### config.mk
export PLATFORM = sky130hd
export DESIGN_NAME = ps2_host_tx
export DESIGN_NICKNAME = d
export VERILOG_FILES = /design/src/rtl/ps2_host_tx_pkg.sv /design/src/rtl/ps2_host_tx_sync_edge.sv /design/src/rtl/ps2_host_tx.sv
export SDC_FILE = /design/constraint.sdc
export NUM_CORES = 1
export LEC_CHECK = 0
export BUFFER_PORTS_ARGS = -buffer_cell sky130_fd_sc_hd__buf_2
export CAP_MARGIN = 0
export CORE_MARGIN = 2
export CORE_UTILIZATION = 60
export CTS_BUF_LIST = sky130_fd_sc_hd__clkbuf_8
export DETAILED_ROUTE_END_ITERATION = 7
export PLACE_DENSITY_LB_ADDON = 0.08
export SETUP_SLACK_MARGIN = 0.3
export SLEW_MARGIN = 30
export SYNTH_ARGS = -nofsm -noshare
export SYNTH_HDL_FRONTEND = slang
export SYNTH_SLANG_ARGS = --single-unit
### constraint.sdc
create_clock -name i_clk -period 6.2 [get_ports i_clk]
set_clock_uncertainty 0.15 [all_clocks]
set_input_delay 1.24 -clock i_clk [delete_from_list [all_inputs] [get_ports i_clk]]
set_output_delay 1.24 -clock i_clk [all_outputs]
set_load 0.03 [all_outputs]
### src/rtl/ps2_host_tx_pkg.sv
// ps2_host_tx_pkg
//   Shared definitions for the PS/2 host-side blocks: FSM state encoding,
//   common keyboard command/response bytes and the frame parity helper.
package ps2_host_tx_pkg;

    typedef enum logic [2:0] {
        ST_IDLE      = 3'd0,
        ST_INHIBIT   = 3'd1,
        ST_REQ       = 3'd2,
        ST_SEND      = 3'd3,
        ST_WAIT_IDLE = 3'd4,
        ST_DONE      = 3'd5
    } state_t;

    localparam logic [7:0] CMD_SET_LED = 8'hED;
    localparam logic [7:0] CMD_ENABLE  = 8'hF4;
    localparam logic [7:0] CMD_RESET   = 8'hFF;
    localparam logic [7:0] RESP_ACK    = 8'hFA;
    localparam logic [7:0] RESP_RESEND = 8'hFE;

    // PS/2 frames carry odd parity: the parity bit makes the total count of
    // ones across data+parity odd.
    function automatic logic odd_parity(input logic [7:0] d);
        return ~^d;
    endfunction

endpackage

### src/rtl/ps2_host_tx_sync_edge.sv
// ps2_host_tx_sync_edge
//   Two-flop synchronizer for one raw PS/2 pin plus a last-value register
//   producing a one-cycle falling-edge pulse. Shared with the PS/2 receiver.
//   All flops reset to 1 (idle bus level) so no spurious edge follows reset.
// Ports:
//   i_clk    system clock
//   i_reset  synchronous, active-high
//   i_pin    raw asynchronous pin level
//   o_sync   synchronized pin level
//   o_fall   one-cycle pulse on a synchronized 1 -> 0 transition
module ps2_host_tx_sync_edge (
    input  logic i_clk,
    input  logic i_reset,
    input  logic i_pin,
    output logic o_sync,
    output logic o_fall
);

    logic r_meta;
    logic r_sync;
    logic r_last;

    always_ff @(posedge i_clk) begin
        if (i_reset) begin
            r_meta <= 1'b1;
            r_sync <= 1'b1;
            r_last <= 1'b1;
        end else begin
            r_meta <= i_pin;
            r_sync <= r_meta;
            r_last <= r_sync;
        end
    end

    assign o_sync = r_sync;
    assign o_fall = r_last & ~r_sync;

endmodule

### src/rtl/ps2_host_tx.sv
// ps2_host_tx
//   Host-to-device PS/2 transmitter. Sends one byte using the open-drain
//   request-to-send sequence and reports ACK / timeout. The oe outputs are
//   pull-low enables; the board level turns them into pin = oe ? 0 : 'z.
// Ports:
//   i_clk, i_reset       system clock, synchronous active-high reset
//   i_tx_data/i_tx_start byte to send and its request (taken only when ready)
//   o_tx_ready           idle, can accept a byte
//   o_tx_done            one-cycle pulse at the end of every transfer
//   o_tx_ack_ok          valid with o_tx_done: ACK seen and no timeout
//   o_tx_error           sticky failure flag, cleared by the next accepted start
//   o_rx_inhibit         high while not idle so the receiver ignores the bus
//   i_ps2_clk_in/data_in raw pin reads
//   o_ps2_clk_oe/data_oe 1 = pull the line low
//
// state      | meaning
// -----------+-----------------------------------------------------------
// IDLE       | bus released, waiting for i_tx_start
// INHIBIT    | clock held low for INHIBIT_CYCLES
// REQ        | clock still low, data pulled low (start bit), one cycle
// SEND       | clock released; present next bit after each device fall
// WAIT_IDLE  | ACK sampled at fall 11; wait for clock and data both high
// DONE       | one-cycle result pulse
//
// INHIBIT_CYCLES, FIRST_CLK_TIMEOUT and BIT_TIMEOUT must all be >= 1.
module ps2_host_tx
    import ps2_host_tx_pkg::*;
#(
    parameter int unsigned INHIBIT_CYCLES    = 12000,
    parameter int unsigned FIRST_CLK_TIMEOUT = 1500000,
    parameter int unsigned BIT_TIMEOUT       = 200000
) (
    input  logic       i_clk,
    input  logic       i_reset,
    input  logic [7:0] i_tx_data,
    input  logic       i_tx_start,
    output logic       o_tx_ready,
    output logic       o_tx_done,
    output logic       o_tx_ack_ok,
    output logic       o_tx_error,
    output logic       o_rx_inhibit,
    input  logic       i_ps2_clk_in,
    input  logic       i_ps2_data_in,
    output logic       o_ps2_clk_oe,
    output logic       o_ps2_data_oe
);

    localparam int unsigned MAX_AB  = (INHIBIT_CYCLES > FIRST_CLK_TIMEOUT) ?
                                      INHIBIT_CYCLES : FIRST_CLK_TIMEOUT;
    localparam int unsigned CNT_MAX = (MAX_AB > BIT_TIMEOUT) ? MAX_AB : BIT_TIMEOUT;
    localparam int unsigned CNT_W   = $clog2(CNT_MAX + 1);

    // Down-counter reload values; terminal count is zero, so loading N-1
    // gives exactly N cycles in the state.
    localparam logic [CNT_W-1:0] LD_INH   = CNT_W'(INHIBIT_CYCLES - 1);
    localparam logic [CNT_W-1:0] LD_FIRST = CNT_W'(FIRST_CLK_TIMEOUT - 1);
    localparam logic [CNT_W-1:0] LD_BIT   = CNT_W'(BIT_TIMEOUT - 1);

    logic w_clk_sync;
    logic w_clk_fall;
    logic w_data_sync;
    logic w_unused_data_fall;

    ps2_host_tx_sync_edge u_sync_clk (
        .i_clk   (i_clk),
        .i_reset (i_reset),
        .i_pin   (i_ps2_clk_in),
        .o_sync  (w_clk_sync),
        .o_fall  (w_clk_fall)
    );

    ps2_host_tx_sync_edge u_sync_data (
        .i_clk   (i_clk),
        .i_reset (i_reset),
        .i_pin   (i_ps2_data_in),
        .o_sync  (w_data_sync),
        .o_fall  (w_unused_data_fall)
    );

    state_t           r_state;
    logic [CNT_W-1:0] r_cnt;
    logic [3:0]       r_bit;
    logic [7:0]       r_data;
    logic             r_parity;
    logic             r_ack;
    logic             r_ready;
    logic             r_done;
    logic             r_ack_ok;
    logic             r_error;
    logic             r_rx_inh;
    logic             r_clk_oe;
    logic             r_data_oe;

    always_ff @(posedge i_clk) begin
        if (i_reset) begin
            r_state   <= ST_IDLE;
            r_cnt     <= '0;
            r_bit     <= '0;
            r_data    <= '0;
            r_parity  <= 1'b0;
            r_ack     <= 1'b0;
            r_ready   <= 1'b1;
            r_done    <= 1'b0;
            r_ack_ok  <= 1'b0;
            r_error   <= 1'b0;
            r_rx_inh  <= 1'b0;
            r_clk_oe  <= 1'b0;
            r_data_oe <= 1'b0;
        end else begin
            r_done <= 1'b0;
            case (r_state)
                ST_IDLE: begin
                    if (i_tx_start) begin
                        r_data    <= i_tx_data;
                        r_parity  <= odd_parity(i_tx_data);
                        r_error   <= 1'b0;
                        r_ack_ok  <= 1'b0;
                        r_ack     <= 1'b0;
                        r_bit     <= '0;
                        r_cnt     <= LD_INH;
                        r_clk_oe  <= 1'b1;
                        r_data_oe <= 1'b0;
                        r_ready   <= 1'b0;
                        r_rx_inh  <= 1'b1;
                        r_state   <= ST_INHIBIT;
                    end
                end
                ST_INHIBIT: begin
                    if (r_cnt == '0) begin
                        r_data_oe <= 1'b1;
                        r_state   <= ST_REQ;
                    end else begin
                        r_cnt <= r_cnt - 1'b1;
                    end
                end
                ST_REQ: begin
                    r_clk_oe <= 1'b0;
                    r_cnt    <= LD_FIRST;
                    r_state  <= ST_SEND;
                end
                ST_SEND: begin
                    // A fall wins over a watchdog expiry on the same cycle.
                    if (w_clk_fall) begin
                        r_bit <= r_bit + 1'b1;
                        r_cnt <= LD_BIT;
                        if (r_bit < 4'd8) begin
                            r_data_oe <= ~r_data[r_bit[2:0]];
                        end else if (r_bit == 4'd8) begin
                            r_data_oe <= ~r_parity;
                        end else if (r_bit == 4'd9) begin
                            r_data_oe <= 1'b0;
                        end else begin
                            r_data_oe <= 1'b0;
                            r_ack     <= ~w_data_sync;
                            r_state   <= ST_WAIT_IDLE;
                        end
                    end else if (r_cnt == '0) begin
                        r_clk_oe  <= 1'b0;
                        r_data_oe <= 1'b0;
                        r_done    <= 1'b1;
                        r_ack_ok  <= 1'b0;
                        r_error   <= 1'b1;
                        r_state   <= ST_DONE;
                    end else begin
                        r_cnt <= r_cnt - 1'b1;
                    end
                end
                ST_WAIT_IDLE: begin
                    if (w_clk_sync && w_data_sync) begin
                        r_done   <= 1'b1;
                        r_ack_ok <= r_ack;
                        r_error  <= ~r_ack;
                        r_state  <= ST_DONE;
                    end else if (w_clk_fall) begin
                        r_cnt <= LD_BIT;
                    end else if (r_cnt == '0) begin
                        r_done   <= 1'b1;
                        r_ack_ok <= 1'b0;
                        r_error  <= 1'b1;
                        r_state  <= ST_DONE;
                    end else begin
                        r_cnt <= r_cnt - 1'b1;
                    end
                end
                ST_DONE: begin
                    r_ready  <= 1'b1;
                    r_rx_inh <= 1'b0;
                    r_state  <= ST_IDLE;
                end
                default: begin
                    r_clk_oe  <= 1'b0;
                    r_data_oe <= 1'b0;
                    r_ready   <= 1'b1;
                    r_rx_inh  <= 1'b0;
                    r_state   <= ST_IDLE;
                end
            endcase
        end
    end

    assign o_tx_ready    = r_ready;
    assign o_tx_done     = r_done;
    assign o_tx_ack_ok   = r_ack_ok;
    assign o_tx_error    = r_error;
    assign o_rx_inhibit  = r_rx_inh;
    assign o_ps2_clk_oe  = r_clk_oe;
    assign o_ps2_data_oe = r_data_oe;

endmodule

==> results of run 1 <==
through the flow:
step                      total power, mW  utilization  setup slack [ns]  cell area (um2)
after floorplan                     0.500            -              3.36             2910
final                               0.769        0.665              3.24             3120
after detailed placement            0.540        0.641              2.96             3010
after CTS                           0.766        0.664              3.30             3120
after global routing                0.799        0.665              3.05             3120
after global placement              0.538        0.641              3.02             3010
kinds of logic after synthesis:
kind of cell	after synthesis	share of synthesized area
flip-flops	50	0.344
adder cells (fa/ha/maj)	4	0.0172
AND/OR/NAND/NOR	151	0.289
buffers and inverters	28	0.0379
XOR/XNOR	9	0.0271
AO/OA/AOI/OAI	105	0.251
multiplexers	7	0.0335
cell usage in the layout, fill, tap and decap left out, types with 4 or more instances in the layout:
master	instances
sky130_fd_sc_hd__nand3_1	5
sky130_fd_sc_hd__or2_2	6
sky130_fd_sc_hd__ha_1	4
sky130_fd_sc_hd__or4_4	6
sky130_fd_sc_hd__nor2_1	29
sky130_fd_sc_hd__xnor2_1	7
sky130_fd_sc_hd__dfxtp_1	50
sky130_fd_sc_hd__inv_1	10
sky130_fd_sc_hd__clkbuf_8	5
sky130_fd_sc_hd__nor3_1	17
sky130_fd_sc_hd__nor4_1	5
sky130_fd_sc_hd__o21ai_0	15
sky130_fd_sc_hd__buf_2	19
sky130_fd_sc_hd__a31oi_1	6
sky130_fd_sc_hd__a21oi_1	33
sky130_fd_sc_hd__a211oi_1	6
sky130_fd_sc_hd__nand4_1	4
sky130_fd_sc_hd__nand2_1	45
critical path, stage by stage:
cell and delay (ns):
sky130_fd_sc_hd__buf_2 0.65, sky130_fd_sc_hd__inv_1 0.49, sky130_fd_sc_hd__nand2_1 0.21, sky130_fd_sc_hd__nor2_1 0.05, sky130_fd_sc_hd__mux2i_1 0.15, sky130_fd_sc_hd__o221ai_1 0.13
cell type report:
class | instances | area [um2]
Clock buffer | 5 | 68.8
Inverter | 10 | 37.5
Tap cell | 54 | 67.6
Multi-Input combinational cell | 276 | 1800
Clock inverter | 3 | 40.0
Fill cell | 401 | 1570
Timing Repair Buffer | 20 | 103
Sequential cell | 50 | 1000
registers in the layout, indices dropped and copies added (netlist names):
name                cells
u_sync_data.r_meta      1
r_parity                1
u_sync_data.o_sync      1
o_tx_ack_ok             1
u_sync_clk.r_last       1
u_sync_clk.o_sync       1
r_bit                   4
o_tx_done               1
o_ps2_clk_oe            1
r_cnt                  21
r_data                  8
o_tx_ready              1
o_ps2_data_oe           1
r_ack                   1
r_state                 3
u_sync_clk.r_meta       1
o_tx_error              1
o_rx_inhibit            1
routing by layer:
layer / global-route usage / wire, um / vias up
met4: 0.123 / 167 / 0
li1: - / - / 1351
met2: 0.483 / 3540 / 105
met1: 0.364 / 3270 / 1306
met3: 0.0576 / 452 / 19
met5: 0 / 0 / -
synth_stat cells, types with 2 or more instances:
| cell | count |
|---|---|
| sky130_fd_sc_hd__dfxtp_1 | 50 |
| sky130_fd_sc_hd__nand2_1 | 45 |
| sky130_fd_sc_hd__a21oi_1 | 33 |
| sky130_fd_sc_hd__nor2_1 | 30 |
| sky130_fd_sc_hd__nor3_1 | 17 |
| sky130_fd_sc_hd__clkbuf_1 | 16 |
| sky130_fd_sc_hd__o21ai_0 | 15 |
| sky130_fd_sc_hd__inv_1 | 10 |
| sky130_fd_sc_hd__xnor2_1 | 7 |
| sky130_fd_sc_hd__a211oi_1 | 6 |
| sky130_fd_sc_hd__a31oi_1 | 6 |
| sky130_fd_sc_hd__or2_2 | 6 |
| sky130_fd_sc_hd__or4_4 | 6 |
| sky130_fd_sc_hd__nand3_1 | 5 |
| sky130_fd_sc_hd__nor4_1 | 5 |
| sky130_fd_sc_hd__ha_1 | 4 |
| sky130_fd_sc_hd__nand4_1 | 4 |
| sky130_fd_sc_hd__and2_1 | 3 |
| sky130_fd_sc_hd__mux2i_1 | 3 |
| sky130_fd_sc_hd__nand2b_1 | 3 |
| sky130_fd_sc_hd__nand3b_1 | 3 |
| sky130_fd_sc_hd__nor2b_1 | 3 |
| sky130_fd_sc_hd__nor3b_1 | 3 |
| sky130_fd_sc_hd__o22ai_1 | 3 |
| sky130_fd_sc_hd__o31a_2 | 3 |
| sky130_fd_sc_hd__o32ai_1 | 3 |
| sky130_fd_sc_hd__o41ai_1 | 3 |
| sky130_fd_sc_hd__or3_1 | 3 |
| sky130_fd_sc_hd__a211o_1 | 2 |
| sky130_fd_sc_hd__a21o_1 | 2 |
| sky130_fd_sc_hd__a221oi_1 | 2 |
| sky130_fd_sc_hd__a311o_1 | 2 |
| sky130_fd_sc_hd__mux2_2 | 2 |
| sky130_fd_sc_hd__mux4_2 | 2 |
| sky130_fd_sc_hd__nand4b_1 | 2 |
| sky130_fd_sc_hd__nor4_4 | 2 |
| sky130_fd_sc_hd__o211a_1 | 2 |
| sky130_fd_sc_hd__o21a_1 | 2 |
| sky130_fd_sc_hd__o221ai_1 | 2 |
| sky130_fd_sc_hd__o311a_1 | 2 |
| sky130_fd_sc_hd__o311ai_0 | 2 |
| sky130_fd_sc_hd__or3b_2 | 2 |
| sky130_fd_sc_hd__xor2_1 | 2 |
path summary, 6_finish.rpt:
kind                                      from                           end  slack, ns  cells after the start
hold / removal    u_sync_clk.r_meta$_SDFF_PP1_  u_sync_clk.o_sync$_SDFF_PP1_       0.27                      1
hold reg to reg   u_sync_clk.r_meta$_SDFF_PP1_  u_sync_clk.o_sync$_SDFF_PP1_       0.27                      1
setup reg to reg       r_state[2]$_SDFFE_PP0P_         r_cnt[3]$_SDFFE_PP0P_       3.30                      4
setup / recovery                       i_reset        r_cnt[17]$_SDFFE_PP0P_       3.24                      6
power by group through the flow:
stage          clock network, mW  registers [mW]  logic, mW
2_1_floorplan                  0           0.373      0.127
3_3_place_gp                   0           0.375      0.163
3_5_place_dp                   0           0.375      0.165
4_1_cts                    0.232           0.368      0.166
5_1_grt                    0.242           0.373      0.185
6_report                   0.230           0.369      0.169
==> impl_metrics.ini, run 1 <==
[synthesis]
synth_seq_area_share = 0.344
synthDominantAreaCellType = sky130_fd_sc_hd__dfxtp_1
number_of_different_library_cells_in_the_post_synthesis_netlist = 69
synth.yosys.warnings = 0
average_instance_area_after_synthesis_um2 = 8.22
synth_seq_cells = 50
postSynth.asyncResetShare = 0
postSynthNetCount = 371
post_synth_instance_area_um2 = 2910
synth_top_area_frac = 0.344
synth_edf_count = 0
ys.flop_type = sky130_fd_sc_hd__dfxtp_1
synth_cells = 354
post_synth_main_area_contributors = sky130_fd_sc_hd__dfxtp_1, sky130_fd_sc_hd__nand2_1, sky130_fd_sc_hd__a21oi_1

[cts]
h-tree-depth = 2
path_clk_slew_ns = 0.08
cts_tree = yes
cts_made_buffers = 5
cts_hold_repair.buffers = 0
post_cts.resized_instances = 0
cts_root_buffer = sky130_fd_sc_hd__clkbuf_8
worst_skew_late_latency_ns = 0.31
buffers_inserted_by_post_cts_timing_repair = 0
cts_sinks = 50
clock_tree.buffer_depth = 2

[placed_design]
finalWeightedCongestion = 0.948
place_hpwl_mm = 5.04
place.port_buffers = 19
placed_cells = 410

[drt]
drc = 0
drtPass1Iterations = 5
vias_per_cell = 6.65
routed_wire_length_per_instance_um = 17.8
vias = 2781
routed_wl_mm = 7.43
dr.first_iter.drc_count = 289
ant_nets = 0

[critical_path]
required_arrival_time_at_the_worst_endpoint_ns = 6.19
crit_path_start_kind = primary input
timing.critical_path.fanout_max = 48
worstSetupEndpointType = flop
cp_data_arrival_time_ns = 2.96
crit_type = primary input to flop

[power]
pwr-share-clk = 0.300
irDropWorstVdd_v = 0.000123
static-leakage-power_nw = 1.13
netSwitchingPower_mw = 0.241
share_comb_of_total_power = 0.220
swShare = 0.314
power_density_nw_per_um2 = 247
seq_power_share = 0.480
cell_internal_power_dissipation_mw = 0.527

[timing]
setup_viol = 0
timing_worst_slew_pin_value_ns = 0.987
achievable-frequency_ghz = 0.338
final.period_utilization = 0.478
final-hold-violation-count = 0
fin_crit_ns = 2.96
tns_ns = 0
whs_ns = 0.268
slew_viol_final = 0
slew_headroom = 0.342
grt_setup_unrepaired = false

[die]
top_level_ports = 20
total_die_area_um2 = 5420
design.core.area_um2 = 4690
placementRows = 25
die_w_um = 73.6
fp.dieH_um = 73.6
floorplan.initialDensity = 0.620

[layout]
syn2layout_area_growth_pct = 7.18
antenna_cells = 0
instances_no_fill = 418
layout.nets = 380
share_of_post_route_cells_with_drive_strength_above_1 = 0.165

[grt]
grt_pass1_vias = 2623
grt_antenna_before_repair = 0
grt_pass1_wl_mm = 12.3
grt.total_usage = 0.290
remaining_global_route_overflow = 0
pin_count_of_the_biggest_net_entering_global_routing = 49

[outcome]
status = complete, no violations

[job]
max_cap_violations = 0

[min_path]
holdCritPathClass = flop to flop
No activity file was read; power rests on OpenSTA's default activity.
==> inputs of run 2 (changes only) <==
==> constraint.sdc (replaced) <==
create_clock -name i_clk -period 3 [get_ports i_clk]
set_clock_uncertainty 0.15 [all_clocks]
set_input_delay 0.6 -clock i_clk [delete_from_list [all_inputs] [get_ports i_clk]]
set_output_delay 0.6 -clock i_clk [all_outputs]
set_load 0.03 [all_outputs]
==> impl_metrics.ini, run 2 (synthesized netlist as in run 1, its figures left out) <==
[layout]
fillers = 401
antenna_cells = 0
layout.nets = 391
utilization = 0.679
share_of_post_route_cells_with_drive_strength_above_1 = 0.195
final_common_cell = sky130_fd_sc_hd__dfxtp_1
largest_reg_flops = 21
layout_top_registers = r_cnt x21, r_data x8, r_bit x4
layout_common_cells = sky130_fd_sc_hd__dfxtp_1, sky130_fd_sc_hd__nand2_1, sky130_fd_sc_hd__a21oi_1
largest-register = r_cnt
syn2layout_area_growth_pct = 9.51

[drt]
routed_wire_length_per_instance_um = 17.0
ant_nets = 0
vias = 2737
vias_per_cell = 6.38
drtPass1Iterations = 4
drc = 0
routed_wl_mm = 7.28
dr.first_iter.drc_count = 307

[critical_path]
crit_type = flop to flop
timing.critical_path.fanout_max = 7
worstSetupEndpointType = flop
crit_path_start_kind = flop
required_arrival_time_at_the_worst_endpoint_ns = 3.09
cp_data_arrival_time_ns = 2.65

[timing]
slew_viol_final = 0
timing_worst_slew_pin_value_ns = 0.706
final.period_utilization = 0.853
achievable-frequency_ghz = 0.391
tns_ns = 0
fin_crit_ns = 2.56
slew_headroom = 0.529
setup_viol = 0
grt_setup_unrepaired = false
final-hold-violation-count = 0
whs_ns = 0.270

[power]
netSwitchingPower_mw = 0.503
seq_power_share = 0.501
irDropWorstVdd_v = 0.000295
cell_internal_power_dissipation_mw = 1.02
pwr-share-clk = 0.264
swShare = 0.331
power_density_nw_per_um2 = 478
share_comb_of_total_power = 0.235
static-leakage-power_nw = 1.18

[die]
placementRows = 25
die_w_um = 73.6
fp.dieH_um = 73.6
total_die_area_um2 = 5420
design.core.area_um2 = 4690
floorplan.initialDensity = 0.620
top_level_ports = 20

[placed_design]
place_hpwl_mm = 5.25
place.port_buffers = 19
finalWeightedCongestion = 0.948

[cts]
cts_made_buffers = 5
path_clk_slew_ns = 0.10
h-tree-depth = 2
cts_tree = yes
cts_sinks = 50
clock_tree.buffer_depth = 2
cts_hold_repair.buffers = 0
worst_skew_late_latency_ns = 0.32
cts_root_buffer = sky130_fd_sc_hd__clkbuf_8

[outcome]
status = complete, no violations

[grt]
grt_pass1_vias = 2525
grt.total_usage = 0.289
grt_antenna_before_repair = 0
grt_pass1_wl_mm = 12.0
pin_count_of_the_biggest_net_entering_global_routing = 30
remaining_global_route_overflow = 0

[min_path]
holdCritPathClass = flop to flop

[job]
max_cap_violations = 0
[run 2: routing by layer]
| layer | global-route usage | share of wire | vias up |
|---|---|---|---|
| met4 | 0.123 | 0.015 | 0 |
| met5 | 0 | 0 | - |
| met3 | 0.0617 | 0.054 | 11 |
| met1 | 0.364 | 0.44 | 1283 |
| met2 | 0.477 | 0.48 | 77 |
| li1 | - | - | 1366 |
[run 2: critical path, stage by stage, from the launching register on]
cell and delay, ns:
sky130_fd_sc_hd__dfxtp_1 0.35, sky130_fd_sc_hd__inv_1 0.08, sky130_fd_sc_hd__ha_1 0.20, sky130_fd_sc_hd__or3b_4 0.46
sky130_fd_sc_hd__or4_4 0.52, sky130_fd_sc_hd__nor2_4 0.11, sky130_fd_sc_hd__or4b_1 0.43, sky130_fd_sc_hd__a31oi_1 0.17
[run 2: power by group through the flow]
stage	registers, mW	logic (mW)	clock network (mW)
finish	0.763	0.357	0.402
global route	0.770	0.392	0.437
CTS	0.760	0.350	0.411
detailed placement	0.775	0.349	0
global placement	0.773	0.344	0
floorplan	0.771	0.262	0
[run 2: cell type report]
cell class,count,area (um2),area share
Multi-Input combinational cell,276,1800,0.566
Timing Repair Buffer,31,185,0.0581
Tap cell,54,67.6,0.0212
Clock buffer,5,68.8,0.0216
Inverter,10,37.5,0.0118
Sequential cell,50,1000,0.314
Clock inverter,3,21.3,0.00668
[run 2: repair_timing]
item	4_1_cts	5_1_grt
resized for setup	0	2
buffers inserted	0	3
endpoints found under the setup margin	0	10
[run 2: final timing paths]
check,startpoint,end,slack (ns),cells past startpoint
setup reg to reg,r_cnt[0]$_SDFFE_PP0P_,r_cnt[18]$_SDFFE_PP0P_,0.44,7
setup / recovery,r_cnt[0]$_SDFFE_PP0P_,r_cnt[18]$_SDFFE_PP0P_,0.44,7
hold / removal,u_sync_clk.r_meta$_SDFF_PP1_,u_sync_clk.o_sync$_SDFF_PP1_,0.27,1
hold reg to reg,u_sync_clk.r_meta$_SDFF_PP1_,u_sync_clk.o_sync$_SDFF_PP1_,0.27,1
[run 2: through the flow]
stage	power (mW)	area, um2	setup slack [ns]	instances
after detailed placement	1.12	3070	0.374	418
after floorplan	1.03	2910	0.546	354
after global placement	1.12	3070	0.466	418
after global routing	1.60	3190	0.346	429
after CTS	1.52	3160	0.351	426
final	1.52	3190	0.442	429
==> inputs of run 3 (changes only) <==
--- a/config.mk
+++ b/config.mk
@@ -11,9 +11,11 @@
 export CORE_UTILIZATION = 60
 export CTS_BUF_LIST = sky130_fd_sc_hd__clkbuf_8
 export DETAILED_ROUTE_END_ITERATION = 7
+export MAX_ROUTING_LAYER = met4
 export PLACE_DENSITY_LB_ADDON = 0.08
 export SETUP_SLACK_MARGIN = 0.3
 export SLEW_MARGIN = 30
 export SYNTH_ARGS = -nofsm -noshare
 export SYNTH_HDL_FRONTEND = slang
 export SYNTH_SLANG_ARGS = --single-unit
+export TNS_END_PERCENT = 1
==> impl_metrics.ini, run 3 (synthesized netlist as in run 1, its figures left out) <==
[critical_path]
required_arrival_time_at_the_worst_endpoint_ns = 3.09
crit_path_max_incr_delay_ns = 0.56
path_cells = inv_1 -> ha_1 -> or3b_1 -> or4_4 -> nor2_4 -> or4b_1 -> a31oi_1
crit_path_start_kind = flop
worstSetupEndpointType = flop
crit_type = flop to flop
ff2ff_setup_slack_ns = 0.35
timing.reg2reg.worst_path_depth = 7
cp_data_arrival_time_ns = 2.74
reg2reg_to = r_cnt[18]$_SDFFE_PP0P_
timing.critical_path.fanout_max = 7
timing.rr.start = r_cnt[0]$_SDFFE_PP0P_
cp_slowest_cell = sky130_fd_sc_hd__or4_4

[grt]
pin_count_of_the_biggest_net_entering_global_routing = 30
remaining_global_route_overflow = 0
grt_pass1_vias = 2529
grt_pass1_wl_mm = 12.0
grt_antenna_before_repair = 0
grt.total_usage = 0.298

[drt]
drc = 0
dr.first_iter.drc_count = 319
ant_nets = 0
routed_wire_length_per_instance_um = 17.1
vias = 2781
routed_wl_mm = 7.33
drtPass1Iterations = 5
vias_per_cell = 6.48

[layout]
layout_common_cells = sky130_fd_sc_hd__dfxtp_1, sky130_fd_sc_hd__nand2_1, sky130_fd_sc_hd__a21oi_1
share_of_post_route_cells_with_drive_strength_above_1 = 0.189
antenna_cells = 0
layout.nets = 391
final_common_cell = sky130_fd_sc_hd__dfxtp_1
largest-register = r_cnt
fin_area_um2 = 3180
layout_top_registers = r_cnt x21, r_data x8, r_bit x4
instances_no_fill = 429
ff_latch_area_um2 = 1000
multi_input_comb_area_um2 = 1800
largest_reg_flops = 21
utilization = 0.678
syn2layout_area_growth_pct = 9.38
fillers = 401

[cts]
cts_root_buffer = sky130_fd_sc_hd__clkbuf_8
cts_hold_repair.buffers = 0
cts_sinks = 50
cts_tree = yes
worst_skew_late_latency_ns = 0.32
post_cts.resized_instances = 0
clock_tree.buffer_depth = 2
h-tree-depth = 2
cts_made_buffers = 5
buffers_inserted_by_post_cts_timing_repair = 0
path_clk_slew_ns = 0.10

[timing]
final.period_utilization = 0.883
fin_crit_ns = 2.65
tns_ns = 0
grt_setup_unrepaired = true
setup_viol = 0
timing_worst_slew_pin_value_ns = 0.691
slew_viol_final = 0
slew_headroom = 0.539
achievable-frequency_ghz = 0.377
final-hold-violation-count = 0

[die]
die_w_um = 73.6
top_level_ports = 20
placementRows = 25
fp.dieH_um = 73.6
floorplan.initialDensity = 0.620
design.core.area_um2 = 4690
total_die_area_um2 = 5420

[power]
cell_internal_power_dissipation_mw = 1.02
share_comb_of_total_power = 0.233
irDropWorstVdd_v = 0.000296
pwr-share-clk = 0.267
power_density_nw_per_um2 = 479
total_power_mw = 1.52
static-leakage-power_nw = 1.18
swShare = 0.333
seq_power_share = 0.500
netSwitchingPower_mw = 0.508

[min_path]
min_from = u_sync_data.r_meta$_SDFF_PP1_
holdCritPathClass = flop to flop
number_of_instances_on_the_worst_hold_path = 1
min_delay_worst_endpoint = u_sync_data.o_sync$_SDFF_PP1_

[outcome]
status = complete, no violations

[job]
max_cap_violations = 0

[placed_design]
place_hpwl_mm = 5.25
place.port_buffers = 19
placed_cells = 418
finalWeightedCongestion = 0.965
dpl_cell_area_um2 = 3070
==> run 3: cell counts in the layout (fill, tap and decap cells not counted) <==
No cell type changed its count.
==> run 3: worst max-delay path by stage <==
stage	depth (start not counted)	from	to	slack, ns
after floorplan	8	r_cnt[0]$_SDFFE_PP0P_	r_cnt[18]$_SDFFE_PP0P_	0.55
after global placement	7	r_cnt[0]$_SDFFE_PP0P_	r_cnt[13]$_SDFFE_PP0P_	0.47
after detailed placement	7	r_cnt[0]$_SDFFE_PP0P_	r_cnt[7]$_SDFFE_PP0P_	0.37
after CTS	7	r_cnt[0]$_SDFFE_PP0P_	r_cnt[7]$_SDFFE_PP0P_	0.35
after global routing	7	r_cnt[0]$_SDFFE_PP0P_	r_cnt[18]$_SDFFE_PP0P_	0.24
final	7	r_cnt[0]$_SDFFE_PP0P_	r_cnt[18]$_SDFFE_PP0P_	0.35
==> run 3: stage by stage <==
| stage | worst slack, ns | hold WS [ns] |
|---|---|---|
| finish | 0.351 | 0.269 |
| global route | 0.242 | 0.283 |
| CTS | 0.351 | 0.271 |
| detailed placement | 0.374 | 0.249 |
| global placement | 0.466 | 0.244 |
| floorplan | 0.546 | 0.239 |
==> run 3: cell type report <==
| class | instances | share of cell area |
|---|---|---|
| Multi-Input combinational cell | 276 | 0.566 |
| Clock buffer | 5 | 0.0216 |
| Tap cell | 54 | 0.0212 |
| Clock inverter | 3 | 0.00669 |
| Sequential cell | 50 | 0.315 |
| Timing Repair Buffer | 31 | 0.0582 |
| Inverter | 10 | 0.0118 |
==> run 3: critical path, delay by kind of cell (launching register included) <==
kind | cells | cell delay [ns]
buffers and inverters | 1 | 0.08
AO/OA/AOI/OAI | 1 | 0.17
AND/OR/NAND/NOR | 4 | 1.63
adder cells (fa/ha/maj) | 1 | 0.20
flip-flops | 1 | 0.35
==> run 3: routing by layer <==
layer / vias up / GRT usage / share of wire
li1: 1364 / - / -
met1: 1284 / 0.362 / 0.44
met2: 112 / 0.478 / 0.47
met3: 21 / 0.0617 / 0.061
met4: 0 / 0.123 / 0.023
met5: - / - / 0
==> run 3: power groups by stage <==
| stage | clock network [mW] | registers [mW] | logic, mW |
|---|---|---|---|
| 6_report | 0.407 | 0.762 | 0.355 |
| 5_1_grt | 0.437 | 0.770 | 0.390 |
| 4_1_cts | 0.411 | 0.760 | 0.350 |
| 3_5_place_dp | 0 | 0.775 | 0.349 |
| 3_3_place_gp | 0 | 0.773 | 0.344 |
| 2_1_floorplan | 0 | 0.771 | 0.262 |
